$ cat src/rtl/instr_fetch.sv
// ============================================================================
// Module      : instr_fetch
// Description : Instruction fetch unit: PC register, instruction-bus request
//               FSM, one-word fetch buffer and instruction register with
//               decoded field slices. Optional macro FETCH_MISALIGN_CHECK_EN
//               rejects misaligned jump targets and raises a sticky fault.
// Revision    : 1.0 - initial release
// ============================================================================
`default_nettype none

module instr_fetch #(
    parameter logic [31:0] RESET_PC = 32'h0000_0000
) (
    input  logic        clk,
    input  logic        rst,
    input  logic        fetch_req,
    input  logic        load_ir,
    input  logic        en_pc,
    input  logic        pc_load,
    input  logic [31:0] pc_target,
    output logic        ibus_req,
    output logic [31:0] ibus_addr,
    input  logic        ibus_ack,
    input  logic [31:0] ibus_rdata,
    output logic        stall,
    output logic [31:0] ir,
    output logic [6:0]  opcode,
    output logic [2:0]  f3,
    output logic [6:0]  f7,
    output logic [4:0]  rd,
    output logic [4:0]  rs1,
    output logic [4:0]  rs2,
    output logic [31:0] pc,
    output logic [31:0] next_pc,
    output logic        fault
);

    localparam logic [31:0] C_NOP       = 32'h0000_0013;
    localparam logic [31:0] C_WORD_MASK = 32'hFFFF_FFFC;

    typedef enum logic [1:0] {
        S_IDLE = 2'd0,
        S_REQ  = 2'd1,
        S_BUF  = 2'd2
    } state_t;

    state_t      r_state;
    state_t      w_next;
    logic [31:0] r_pc;
    logic [31:0] r_ir;
    logic [31:0] r_buf;

    logic        w_ibus_req;
    logic        w_capture;
    logic        w_stall_bus;
    logic        w_ir_load;
    logic        w_pc_upd;
    logic [31:0] w_pc_plus4;

    // ------------------------------------------------------------------
    // Fetch FSM: state register
    // ------------------------------------------------------------------
    always_ff @(posedge clk) begin
        if (!rst) begin
            r_state <= S_IDLE;
        end else begin
            r_state <= w_next;
        end
    end

    // ------------------------------------------------------------------
    // Fetch FSM: next state and bus outputs
    // ------------------------------------------------------------------
    always_comb begin
        w_next      = r_state;
        w_ibus_req  = 1'b0;
        w_capture   = 1'b0;
        w_stall_bus = 1'b0;
        w_ir_load   = 1'b0;
        case (r_state)
            S_IDLE: begin
                if (fetch_req) begin
                    w_ibus_req = 1'b1;
                    if (ibus_ack) begin
                        w_capture = 1'b1;
                        w_next    = S_BUF;
                    end else begin
                        w_stall_bus = 1'b1;
                        w_next      = S_REQ;
                    end
                end
            end
            S_REQ: begin
                w_ibus_req = 1'b1;
                if (ibus_ack) begin
                    w_capture = 1'b1;
                    w_next    = S_BUF;
                end else begin
                    w_stall_bus = 1'b1;
                end
            end
            S_BUF: begin
                if (load_ir) begin
                    w_ir_load = 1'b1;
                    w_next    = S_IDLE;
                end
            end
            default: begin
                w_next = S_IDLE;
            end
        endcase
    end

    // ------------------------------------------------------------------
    // Fetch buffer and instruction register
    // ------------------------------------------------------------------
    always_ff @(posedge clk) begin
        if (!rst) begin
            r_buf <= 32'h0000_0000;
            r_ir  <= C_NOP;
        end else begin
            if (w_capture) begin
                r_buf <= ibus_rdata;
            end
            if (w_ir_load) begin
                r_ir <= r_buf;
            end
        end
    end

    // ------------------------------------------------------------------
    // Program counter; frozen while a bus request is outstanding so the
    // address presented to the bus stays stable.
    // ------------------------------------------------------------------
    assign w_pc_plus4 = r_pc + 32'd4;
    assign w_pc_upd   = en_pc && (r_state != S_REQ);

`ifdef FETCH_MISALIGN_CHECK_EN
    logic r_fault;
    logic w_misalign;

    assign w_misalign = (pc_target[1:0] != 2'b00);

    always_ff @(posedge clk) begin
        if (!rst) begin
            r_pc    <= RESET_PC;
            r_fault <= 1'b0;
        end else if (w_pc_upd) begin
            if (pc_load) begin
                if (w_misalign) begin
                    r_fault <= 1'b1;
                end else begin
                    r_pc <= pc_target;
                end
            end else begin
                r_pc <= w_pc_plus4;
            end
        end
    end

    assign fault = r_fault;
`else
    always_ff @(posedge clk) begin
        if (!rst) begin
            r_pc <= RESET_PC;
        end else if (w_pc_upd) begin
            if (pc_load) begin
                r_pc <= pc_target & C_WORD_MASK;
            end else begin
                r_pc <= w_pc_plus4;
            end
        end
    end

    assign fault = 1'b0;
`endif

    // ------------------------------------------------------------------
    // Outputs
    // ------------------------------------------------------------------
    assign ibus_req  = w_ibus_req;
    assign ibus_addr = r_pc & C_WORD_MASK;
    // A load_ir with nothing buffered must hold the control unit too.
    assign stall     = w_stall_bus | (load_ir && (r_state != S_BUF));

    assign ir      = r_ir;
    assign opcode  = r_ir[6:0];
    assign rd      = r_ir[11:7];
    assign f3      = r_ir[14:12];
    assign rs1     = r_ir[19:15];
    assign rs2     = r_ir[24:20];
    assign f7      = r_ir[31:25];

    assign pc      = r_pc;
    assign next_pc = w_pc_plus4;

endmodule

`default_nettype wire

$ cat config.mk
export PLATFORM = sky130hd
export DESIGN_NAME = instr_fetch
export DESIGN_NICKNAME = d
export VERILOG_FILES = /design/src/rtl/instr_fetch.sv
export SDC_FILE = /design/constraint.sdc
export NUM_CORES = 1
export LEC_CHECK = 0
export BUFFER_PORTS_ARGS = -buffer_cell sky130_fd_sc_hd__buf_2
export CAP_MARGIN = 5
export CORE_ASPECT_RATIO = 0.9
export CORE_MARGIN = 8
export CORE_UTILIZATION = 30
export CTS_CLUSTER_DIAMETER = 80
export CTS_CLUSTER_SIZE = 25
export DETAILED_ROUTE_END_ITERATION = 12
export HOLD_SLACK_MARGIN = 0.02
export PLACE_DENSITY_LB_ADDON = 0.3
export SYNTH_ARGS = -nofsm -noshare
export SYNTH_HDL_FRONTEND = slang
export SYNTH_SLANG_ARGS = --single-unit
$ cat constraint.sdc
create_clock -name clk -period 3.1 [get_ports clk]
set_clock_uncertainty 0.2 [all_clocks]
set_input_delay 0.31 -clock clk [delete_from_list [all_inputs] [get_ports clk]]
set_output_delay 0.31 -clock clk [all_outputs]
set_load 0.03 [all_outputs]
==> results of run 1 <==
area by class of cell:
class | count | area share
multi-input cells | 463 | 0.370
diodes | 1 | 0.000378
clock inverters | 6 | 0.0208
inverters | 5 | 0.00283
repair buffers | 276 | 0.242
well taps | 211 | 0.0398
flip-flops and latches | 96 | 0.290
clock buffers | 9 | 0.0340
final timing paths:
kind / slack [ns] / cells after the start / to
worst max-delay path: 0.18 / 6 / next_pc[21]
worst min-delay path: 0.06 / 3 / pc[19]$_SDFFE_PN0N_
worst max register to register: 0.61 / 7 / pc[28]$_SDFFE_PN0N_
worst min register to register: 0.25 / 2 / ir[19]$_SDFFE_PN0P_
worst max-delay path, delay by kind of cell (launching register included):
kind / cells / cell delay [ns]
xor+xnor: 1 / 0.16
simple gates: 4 / 1.16
buf+inv: 1 / 0.21
flops: 1 / 0.54
report_power, final:
part           internal, uW  switching, uW  leakage [uW]
clock network           872            503      0.000177
logic                   194            372       0.00214
registers              1280           61.8      0.000782
total                  2350            937       0.00310
cells by family (layout without fill, tap and decap cells):
family | Yosys count | count (layout) | share of synthesized area
and+or+nand+nor | 275 | 275 | 0.243
AOI/OAI and AO/OA | 149 | 149 | 0.177
buffers and inverters | 121 | 296 | 0.142
DFF | 96 | 96 | 0.380
xor gates and xnor gates | 28 | 28 | 0.0485
muxes | 3 | 3 | 0.00594
adders and majority gates | 1 | 1 | 0.00247
other | 1 | 8 | 0.000741
sequential cells by signal, indices dropped and copies added, names as in the netlist:
register / flops
pc: 30
r_state: 2
r_buf: 32
ir: 32
metrics by stage:
| step | cells | worst slack (ns) | area (um2) | utilization | power [uW] |
|---|---|---|---|---|---|
| final | 1067 | 0.180 | 6630 | 0.398 | 3290 |
| after global routing | 1067 | 0.0289 | 6630 | 0.398 | 3430 |
| after CTS | 1066 | 0.151 | 6630 | 0.398 | 3330 |
| after detailed placement | 1018 | 0.559 | 5930 | 0.356 | 1910 |
| after global placement | 1018 | 0.563 | 5930 | 0.356 | 1910 |
| after floorplan | 680 | 0.199 | 5080 | - | 1760 |
layer usage:
layer / vias up / share of wire / GRT usage
li1: 2557 / - / -
met5: - / 0 / 0
met3: 11 / 0.055 / 0.0396
met2: 147 / 0.49 / 0.254
met1: 2344 / 0.45 / 0.183
met4: 0 / 0.012 / 0.0453
cells in the mapped netlist (6+ instances only):
library cell,n,share of area
nand2_1,172,0.13
dfxtp_1,96,0.38
a21oi_1,79,0.078
buf_4,69,0.10
clkbuf_1,36,0.027
nor2_1,34,0.025
nand3_1,21,0.021
o21ai_0,18,0.018
xnor2_1,14,0.024
xor2_1,14,0.024
nand4_1,9,0.011
a22o_1,8,0.014
a31oi_1,8,0.0099
and3_1,8,0.0099
a32o_1,6,0.012
buf_1,6,0.0045
nor3_1,6,0.0059
o31ai_1,6,0.0089
cell usage in the layout, fill, tap and decap left out, types with 18 or more instances in the layout:
master / netlist / layout
buf_2: 5 / 224
nand2_1: 172 / 172
dfxtp_1: 96 / 96
a21oi_1: 79 / 79
nor2_1: 34 / 34
dlygate4sd3_1: 0 / 33
nand3_1: 21 / 21
o21ai_0: 18 / 18
buf_4: 69 / 18
timing repair:
action | 4_1_cts | 5_1_grt
hold buffers | 33 | 0
setup endpoints to repair | 0 | 2
hold endpoints to repair | 33 | 0
==> flow_summary.json, run 1 <==
{
  "status": "complete, no violations",
  "ir_worst_vdd_mv": 0.230,
  "max_freq_mhz": 342,
  "cts_tree": "yes",
  "power_leakage_uw": 0.00310,
  "ys_seq_area_frac": 0.380,
  "multi_input_area_um2": 2450,
  "synth_edf_count": 0,
  "min_period_over_period": 0.942,
  "htree_levels": 3,
  "synthCells": 674,
  "vias_per_cell": 4.74,
  "maxCapViolations": 0,
  "grt_pass1_vias": 4857,
  "clock_latency_ns": 0.34,
  "dp_hpwl_mm": 11.6,
  "crit_path_start": "pc[10]$_SDFFE_PN0N_",
  "post_cts_buffers": 0,
  "rsz0062_at_grt": "false",
  "yosysUniqueCellTypes": 48,
  "seq_area_um2": 1920,
  "nets": 923,
  "period_needed_ns": 2.92,
  "crit_arrival_ns": 2.41,
  "end_kind": "output port",
  "crit_chain": "nand4_4 > nor4_4 > nand2_1 > nor2_1 > xor2_1 > buf_2",
  "design.die.area_um2": 21300,
  "drtIter0Drc": 260,
  "antenna_found_initial": 1,
  "clkTransAtPathRegs_ns": 0.07,
  "crit_type": "reg -> out",
  "rows": 45,
  "firstDrtPassIters": 4,
  "hold_violations": 0,
  "num_vias": 5059,
  "min-delay-start": "pc_target[19]",
  "synth.avg_cell_area_um2": 7.51,
  "crit_slowest_cell": "nor4_4",
  "cp_data_required_time_ns": 2.59,
  "drive_above_1_share": 0.313,
  "relSlewSlack": 0.351,
  "grt_overflow": 0,
  "worst_hold_slack_ns": 0.0572,
  "root_buffer": "clkbuf_16",
  "clock_sinks": 96,
  "num_io_pins": 234,
  "ant_nets": 0,
  "synth-seq-cells": 96,
  "route.detailed.drc": 0,
  "cp-start-kind": "flip-flop",
  "grt_use_total": 0.150,
  "routed_wl_mm": 16.5,
  "async_flop_share": 0,
  "area.growth.synth_to_final_pct": 31.0,
  "start_util": 0.304,
  "io_buffers": 224,
  "die_x_um": 153,
  "tightest_slew_ns": 0.973,
  "power.density_nw_per_um2": 496,
  "core_area_um2": 16700,
  "reg2reg_from": "pc[2]$_SDFFE_PN0N_",
  "slowest_delay_ns": 0.59,
  "fillCellCount": 1743,
  "tns_ns": 0,
  "numCtsBuffers": 9,
  "finalSetupViolCount": 0,
  "syn-cell-area_um2": 5060,
  "gp_congestion": 0.790,
  "synth-main-ff-cell": "dfxtp_1",
  "grt_max_degree": 83,
  "hold_path.class": "in -> reg",
  "cp_max_fo": 9,
  "routedWlPerCell_um": 15.5,
  "synth_warnings": 0,
  "post_cts_resized": 0,
  "clk_path_buf_depth": 2,
  "slew_violations": 0,
  "fp.dieH_um": 139,
  "grt_pass1_wl_mm": 26.2
}
Note: power is estimated with default switching activity, not from simulation.
==> inputs of run 2 (changes only) <==
- MAX_ROUTING_LAYER: unset -> met4
==> run 2 against run 1 <==
Via count increased by 0.12%. Fmax increased by 0.72%. Critical path depth unchanged. Critical endpoint unchanged. Core utilization unchanged. Count of clock-buffer cells in the layout unchanged. Global-route usage increased by 0.41 points. Final area unchanged. Final cell count unchanged. Power about the same. Setup slack improved by 0.021 ns. First-iteration DRC count increased by 5.0%. Sequential share of layout area unchanged.
==> flow_summary.json, run 2 (synthesized netlist as in run 1, its figures left out) <==
{
  "status": "complete, no violations",
  "htree_levels": 3,
  "drtIter0Drc": 273,
  "hold_path.class": "in -> reg",
  "fp.dieH_um": 139,
  "firstDrtPassIters": 6,
  "reg2reg_depth": 7,
  "grt_use_total": 0.154,
  "end_kind": "output port",
  "tns_ns": 0,
  "drive_above_1_share": 0.313,
  "die_x_um": 153,
  "fin_util": 0.398,
  "nets": 923,
  "r2r_end": "pc[28]$_SDFFE_PN0N_",
  "crit_type": "reg -> out",
  "hold_end": "pc[2]$_SDFFE_PN0N_",
  "worst_hold_slack_ns": 0.0570,
  "clock_latency_ns": 0.34,
  "start_util": 0.304,
  "rsz0062_at_grt": "false",
  "relSlewSlack": 0.357,
  "vias_per_cell": 4.75,
  "route.detailed.drc": 0,
  "grt_pass1_vias": 4874,
  "antenna_found_initial": 1,
  "final_common_cell": "buf_2",
  "clock_sinks": 96,
  "power.density_nw_per_um2": 496,
  "io_buffers": 224,
  "pre_cts_ws_ns": 0.559,
  "cp_max_fo": 9,
  "routed_wl_mm": 16.5,
  "finalSetupViolCount": 0,
  "min-delay-start": "pc_target[2]",
  "rrSetupSlack_ns": 0.60,
  "grt_overflow": 0,
  "ant_nets": 0,
  "routedWlPerCell_um": 15.5,
  "grt_pass1_wl_mm": 26.2,
  "hold_violations": 0,
  "fillCellCount": 1743,
  "dp_hpwl_mm": 11.6,
  "area.growth.synth_to_final_pct": 31.0,
  "maxCapViolations": 0,
  "cp_data_required_time_ns": 2.59,
  "clk_path_buf_depth": 2,
  "clkTransAtPathRegs_ns": 0.07,
  "cts_tree": "yes",
  "total_power_uw": 3290,
  "slew_violations": 0,
  "max_freq_mhz": 345,
  "tightest_slew_ns": 0.964,
  "gp_congestion": 0.801,
  "min_path_cells": 3,
  "ir_worst_vdd_mv": 0.230,
  "root_buffer": "clkbuf_16",
  "num_io_pins": 234,
  "grt_max_degree": 83,
  "numCtsBuffers": 9,
  "period_needed_ns": 2.90,
  "reg2reg_from": "pc[2]$_SDFFE_PN0N_",
  "cp-start-kind": "flip-flop",
  "finalWorstSetupSlack_ns": 0.200,
  "power_leakage_uw": 0.00310,
  "num_vias": 5065,
  "design.die.area_um2": 21300,
  "core_area_um2": 16700,
  "rows": 45,
  "min_period_over_period": 0.935,
  "layout_common_cells": "224 x buf_2, 172 x nand2_1, 96 x dfxtp_1",
  "crit_arrival_ns": 2.39
}
run 2: layout make-up:
cell class / count / area, um2 / area share
Tap cell: 211 / 264 / 0.0398
Inverter: 5 / 18.8 / 0.00283
Clock inverter: 6 / 138 / 0.0208
Sequential cell: 96 / 1920 / 0.290
Multi-Input combinational cell: 463 / 2450 / 0.370
Antenna cell: 1 / 2.50 / 0.000378
Timing Repair Buffer: 276 / 1610 / 0.242
Clock buffer: 9 / 225 / 0.0340
run 2: worst max path at each step:
stage | start | endpoint | slack [ns]
6_report | pc[10]$_SDFFE_PN0N_ | next_pc[21] | 0.20
5_1_grt | pc[10]$_SDFFE_PN0N_ | next_pc[21] | 0.03
4_1_cts | pc[2]$_SDFFE_PN0N_ | next_pc[22] | 0.15
3_5_place_dp | pc[2]$_SDFFE_PN0N_ | next_pc[22] | 0.56
3_3_place_gp | pc[10]$_SDFFE_PN0N_ | next_pc[21] | 0.56
2_1_floorplan | pc[2]$_SDFFE_PN0N_ | next_pc[18] | 0.20
run 2: critical path, stage by stage, from the launching register on:
cell     delay, ns
dfxtp_1       0.54
nand4_4       0.17
nor4_4        0.57
nand2_1       0.19
nor2_1        0.21
xor2_1        0.16
buf_2         0.21
run 2: per-stage QoR:
stage,std cells,cell area [um2]
global placement,1018,5930
detailed placement,1018,5930
global route,1067,6630
finish,1067,6630
floorplan,680,5080
CTS,1066,6630
run 2: routing by layer:
metal | global-route usage | wire length (um) | up-vias
met1 | 0.183 | 7400 | 2357
li1 | - | - | 2559
met4 | 0.0453 | 201 | 0
met5 | - | 0 | -
met3 | 0.0374 | 889 | 11
met2 | 0.255 | 7990 | 138
run 2: report_power, final:
group	switching, uW	internal [uW]	total [uW]
registers	61.5	1280	1350
logic	372	194	565
clock network	506	872	1380
total	939	2350	3290
run 2: what timing repair did:
item                       4_1_cts  5_1_grt
setup endpoints to repair        0        2
resized for setup                0        0
buffers inserted                 0        0
hold buffers                    33        0
hold endpoints to repair        33        0
